--- src/rtl/uart_tx_arbiter.sv ---
// Round-robin sequencer sharing one UART transmitter among N_REQ byte producers.
// It captures one byte per grant, pulses tx_send and then times the serial frame
// plus a guard gap itself, because the transmitter exposes no busy flag.
module uart_tx_arbiter #(
    parameter int unsigned N_REQ        = 4,
    parameter int unsigned CLKS_PER_BIT = 5208,
    parameter int unsigned FRAME_BITS   = 11,
    parameter int unsigned GUARD_CYCLES = 2,
    localparam int unsigned ID_W        = (N_REQ > 1) ? $clog2(N_REQ) : 1
) (
    input  logic                 clk,
    input  logic                 rst,
    input  logic [N_REQ-1:0]     req,
    input  logic [8*N_REQ-1:0]   req_data,
    output logic [N_REQ-1:0]     ack,
    output logic                 tx_send,
    output logic [7:0]           Tx_Data,
    output logic                 busy,
    output logic [ID_W-1:0]      grant_id,
    output logic                 tx_done
);

    localparam int unsigned FRAME_CYCLES = CLKS_PER_BIT * FRAME_BITS;
    localparam int unsigned CNT_W        = (FRAME_CYCLES > 2) ? $clog2(FRAME_CYCLES) : 1;
    localparam int unsigned GRD_W        = (GUARD_CYCLES > 2) ? $clog2(GUARD_CYCLES) : 1;
    localparam logic [CNT_W-1:0] FRAME_LAST = CNT_W'(FRAME_CYCLES - 1);
    localparam logic [GRD_W-1:0] GUARD_LAST = GRD_W'((GUARD_CYCLES > 0) ? GUARD_CYCLES - 1 : 0);
    localparam logic [ID_W-1:0]  LAST_RST   = ID_W'(N_REQ - 1);

    typedef enum logic [2:0] {
        ST_IDLE,
        ST_LOAD,
        ST_SEND,
        ST_WAIT,
        ST_GUARD
    } state_e;

    state_e            state_q, state_d;
    logic [CNT_W-1:0]  cnt_q, cnt_d;
    logic [GRD_W-1:0]  grd_q, grd_d;
    logic [ID_W-1:0]   last_q, last_d;
    logic [ID_W-1:0]   gid_q, gid_d;
    logic [7:0]        data_q, data_d;
    logic [N_REQ-1:0]  ack_q, ack_d;
    logic              send_q, send_d;
    logic              busy_q, busy_d;
    logic              done_q, done_d;

    logic              hit;
    logic [ID_W-1:0]   win;
    logic [ID_W-1:0]   cand;
    logic [7:0]        req_byte [N_REQ];

    // Unpack the flat data bus into one byte per requester.
    for (genvar i = 0; i < int'(N_REQ); i++) begin : g_byte
        assign req_byte[i] = req_data[8*i +: 8];
    end

    // Round-robin search: first set req bit after the last granted index, with wrap.
    always_comb begin
        hit  = 1'b0;
        win  = last_q;
        cand = last_q;
        for (int unsigned k = 1; k <= N_REQ; k++) begin
            cand = ID_W'((32'(last_q) + k) % N_REQ);
            if (!hit && req[cand]) begin
                hit = 1'b1;
                win = cand;
            end
        end
    end

    // Next-state and registered-output logic for the grant/load/send/wait/guard sequence.
    always_comb begin
        state_d = state_q;
        cnt_d   = cnt_q;
        grd_d   = grd_q;
        last_d  = last_q;
        gid_d   = gid_q;
        data_d  = data_q;
        ack_d   = '0;
        send_d  = 1'b0;

        unique case (state_q)
            ST_IDLE: begin
                if (hit) begin
                    state_d = ST_LOAD;
                    gid_d   = win;
                    last_d  = win;
                    data_d  = req_byte[win];
                    ack_d   = N_REQ'(1) << win;
                end
            end
            ST_LOAD: begin
                state_d = ST_SEND;
                send_d  = 1'b1;
            end
            ST_SEND: begin
                state_d = ST_WAIT;
                cnt_d   = '0;
            end
            ST_WAIT: begin
                if (cnt_q == FRAME_LAST) begin
                    state_d = (GUARD_CYCLES == 0) ? ST_IDLE : ST_GUARD;
                    grd_d   = '0;
                end else begin
                    cnt_d = cnt_q + CNT_W'(1);
                end
            end
            ST_GUARD: begin
                if (grd_q == GUARD_LAST) begin
                    state_d = ST_IDLE;
                end else begin
                    grd_d = grd_q + GRD_W'(1);
                end
            end
            default: begin
                state_d = ST_IDLE;
            end
        endcase

        busy_d = (state_d != ST_IDLE);
        // tx_done marks the final cycle of frame-plus-guard; with no guard that is the last WAIT cycle.
        done_d = ((state_d == ST_GUARD) && (grd_d == GUARD_LAST)) ||
                 ((GUARD_CYCLES == 0) && (state_d == ST_WAIT) && (cnt_d == FRAME_LAST));
    end

    // State and output registers; reset puts requester 0 first in line.
    always_ff @(posedge clk or posedge rst) begin
        if (rst) begin
            state_q <= ST_IDLE;
            cnt_q   <= '0;
            grd_q   <= '0;
            last_q  <= LAST_RST;
            gid_q   <= '0;
            data_q  <= '0;
            ack_q   <= '0;
            send_q  <= 1'b0;
            busy_q  <= 1'b0;
            done_q  <= 1'b0;
        end else begin
            state_q <= state_d;
            cnt_q   <= cnt_d;
            grd_q   <= grd_d;
            last_q  <= last_d;
            gid_q   <= gid_d;
            data_q  <= data_d;
            ack_q   <= ack_d;
            send_q  <= send_d;
            busy_q  <= busy_d;
            done_q  <= done_d;
        end
    end

    assign ack      = ack_q;
    assign tx_send  = send_q;
    assign Tx_Data  = data_q;
    assign busy     = busy_q;
    assign grant_id = gid_q;
    assign tx_done  = done_q;

endmodule

--- config.mk ---
export PLATFORM = sky130hd
export DESIGN_NAME = uart_tx_arbiter
export DESIGN_NICKNAME = d
export VERILOG_FILES = /design/src/rtl/uart_tx_arbiter.sv
export SDC_FILE = /design/constraint.sdc
export NUM_CORES = 1
export LEC_CHECK = 0
export CORE_UTILIZATION = 38
export DETAILED_ROUTE_END_ITERATION = 12
export PLACE_DENSITY = 0.72
export SETUP_SLACK_MARGIN = 0.15
export SYNTH_ARGS = -nofsm -noshare
export SYNTH_HDL_FRONTEND = slang
export SYNTH_SLANG_ARGS = --single-unit
--- constraint.sdc ---
create_clock -name clk -period 2.4 [get_ports clk]
set_clock_uncertainty 0.05 [all_clocks]
set_input_delay 0.48 -clock clk [delete_from_list [all_inputs] [get_ports clk]]
set_output_delay 0.48 -clock clk [all_outputs]
set_load 0.02 [all_outputs]
==> impl_metrics.yaml <==
synthesis:
  synth_area_um2: 2140
  muxShareOfSynthArea_pct: 3.74
  synth.distinct_cells: 43
  synthCells: 227
  ys.flop_type: "dfrtp_1"
  synth-simple-area-share_pct: 25.4
  synth_largest_area_cell: "dfrtp_1"
  synth_compound_area_share_pct: 15.7
  synth-seq-cells: 39
  synth_most_common_cell: "dfrtp_1"
  synth_top_area_share_pct: 43.2
  synthXorXnorAreaFrac_pct: 4.91
  syn_avg_cell_area_um2: 9.43
  async_reset_ff_share_pct: 100
  synth_commonest_cells: "dfrtp_1, nand2_1, nor2_1"
  synth_edf_count: 0
  synth.area.top_cells: "dfrtp_1, nand2_1, nor2_1, nand4_1, mux2i_1"
  ys_warn_count: 0
  synth_fa_ha_area_share_pct: 0.584
  synth_top_family_by_area: "simple AND/OR/NAND/NOR gates"
  synth_nets: 266
  ys_seq_area_share_pct: 45.7
setup_path:
  crit_path_start_kind: "input port"
  cp-end-kind: "register"
  path_depth: 7
  worstPathMaxFanout: 5
  cp_slowest_cell: "clkdlybuf4s50_1"
  cpPeakStageDelay_ns: 0.49
  critical-path-top-delay-family: "compound AO/OA/AOI/OAI gates"
  ff2ff_path_depth: 5
  worstSetupPathType: "input port to register"
  crit_required_ns: 2.56
  cp_num_buf_inv: 2
  cp_cell_sequence: "clkdlybuf4s50_1 -> nor2b_1 -> o21a_1 -> buf_4 -> o31ai_1 -> a211o_1 -> o211ai_1"
  worstPathArrival_ns: 2.14
timing:
  fin_crit_ns: 1.98
  min_period_over_period_pct: 82.5
  setup_viol: 0
  fmax_mhz: 505
  finalHoldViolCount: 0
  tns_ns: 0
  setup_ws_ns: 0.420
  tightest_slew_ns: 0.740
  slew_violations: 0
  maxSlewHeadroom_pct: 50.6
  rsz0062_at_grt: "no"
cts:
  numCtsBuffers: 5
  cts_max_level: 2
  cts_tree: "built"
  cts_resized: 0
  clk_pin_slew_ns: 0.08
  cts-hold-fix-buffers: 0
  clkSinkCount: 39
  clk_latency_ns: 0.29
  cts-root-buf: "clkbuf_8"
  cts.path.max_buffers: 2
  post-cts-setup-buffers: 0
die:
  die_h_um: 77.1
  floorplan.initialDensity_pct: 40.6
  ios: 55
  design.die.area_um2: 5940
  rows: 26
  chipWidth_um: 77.1
  fp.coreArea_um2: 5270
placed_design:
  place_ws_ns: 0.126
  dpl.hpwl_um: 3500
  placement.io_buffers: 54
  place_congestion: 0.875
pwr:
  seqPwrFrac_pct: 49.2
  power_density_nw_per_um2: 460
  p_sw_share_pct: 21.8
  p_sw_uw: 290
  intPower_uw: 1040
  ir_drop_mv: 0.236
  power_frac_comb_pct: 9.9
  clkPwrFrac_pct: 40.9
  p_leak_uw: 0.00123
routing:
  drcViolationCount: 0
  vias: 1883
  wl_per_cell_um: 13.8
  antenna_left: 0
  routed_via_density: 5.30
  drtIter0Drc: 104
  drt_wl_total_um: 4890
  first_pass_iters: 4
status:
  run_status: "finished clean"
run:
  max_cap_viol_count: 0
final_layout:
  diodes: 0
  nets: 323
  syn_to_final_growth_pct: 35.5
  drive_above_1_share_pct: 9.47
global_routing:
  grt_first_pass_wirelength_um: 8640
  grt_max_degree: 40
  antenna_found_initial: 0
  grt_use_total_pct: 18.4
  grt_pass1_vias: 1904
  overflow: 0
hold_path:
  whs_path_depth: 2
  hold_class: "register to register"
[final cells by class]
cell class              instances  area [µm²]
fillers                       503        2370
multi-input cells             169        1080
flip-flops and latches         39         978
repair buffers                 63         621
well taps                      70        87.6
clock buffers                   5        68.8
clock inverters                 3        43.8
inverters                       6        22.5
[through the flow]
| step | util [%] | std cells | area, µm² | hold slack (ns) | total power [µW] |
|---|---|---|---|---|---|
| final | 55.0 | 355 | 2900 | 0.449 | 1330 |
| after global placement | 52.9 | 347 | 2790 | 0.427 | 802 |
| after CTS | 55.0 | 355 | 2900 | 0.444 | 1350 |
| after detailed placement | 52.9 | 347 | 2790 | 0.412 | 802 |
| after global routing | 55.0 | 355 | 2900 | 0.490 | 1390 |
| after floorplan | - | 227 | 2140 | 0.403 | 721 |
[state kept, by name, indices dropped and copies added (netlist names), 2 cells and up]
signal,count
ack,4
cnt_q,16
last_q,2
Tx_Data,8
grant_id,2
state_q,3
[cells by family after synthesis]
| logic type | count (synthesis) |
|---|---|
| buf+inv | 19 |
| fa+ha+maj | 1 |
| xor+xnor | 12 |
| simple gates | 101 |
| compound gates | 47 |
| mux | 8 |
| flops | 39 |
[power groups by stage]
stage | Combinational, µW | Sequential [µW] | Clock [µW]
floorplan | 51.2 | 670 | 0
global placement | 132 | 670 | 0
detailed placement | 132 | 670 | 0
CTS | 133 | 657 | 561
global route | 144 | 657 | 592
finish | 132 | 657 | 546
[worst register-to-register path, delay by kind of cell (launching register included)]
kind | cells | cell delay, ns
and+or+nand+nor | 3 | 1.03
xor gates and xnor gates | 1 | 0.18
AOI/OAI and AO/OA | 1 | 0.18
DFF | 1 | 0.43
[worst paths after layout]
kind,slack [ns],end,start
max reg2reg,0.43,cnt_q[2],cnt_q[4]
min reg2reg,0.45,grant_id[1],grant_id[1]
max,0.42,Tx_Data[2],req[3]
min in group asynchronous,0.55,grant_id[1],rst
min,0.45,grant_id[1],grant_id[1]
max in group asynchronous,1.37,last_q[0],rst
[metal layers]
layer / track usage [%] / up-vias / wire length [µm]
met3: 6.31 / 5 / 358
met1: 23.1 / 873 / 2150
met4: 7.36 / 0 / 49
li1: - / 934 / -
met5: 0 / - / 0
met2: 28.9 / 71 / 2340
[layout by cell type (no fill, tap or decap), types with 2 or more instances in the layout]
cell,synthesis,final
a211o_1,8,8
a21oi_1,8,8
buf_4,0,8
clkbuf_8,0,5
clkdlybuf4s50_1,0,54
dfrtp_1,37,37
dfstp_2,2,2
inv_1,6,6
mux2i_1,8,8
nand2_1,28,28
nand2b_1,2,2
nand3_1,4,4
nand4_1,14,14
nand4b_1,2,2
nand4bb_1,2,2
nor2_1,25,25
nor2b_1,5,5
nor3_1,9,9
o211ai_1,8,8
o21ai_0,5,5
o31ai_1,9,9
or4_1,2,2
xnor2_1,6,6
xor2_1,6,6
(Power assumes the default switching activity.)
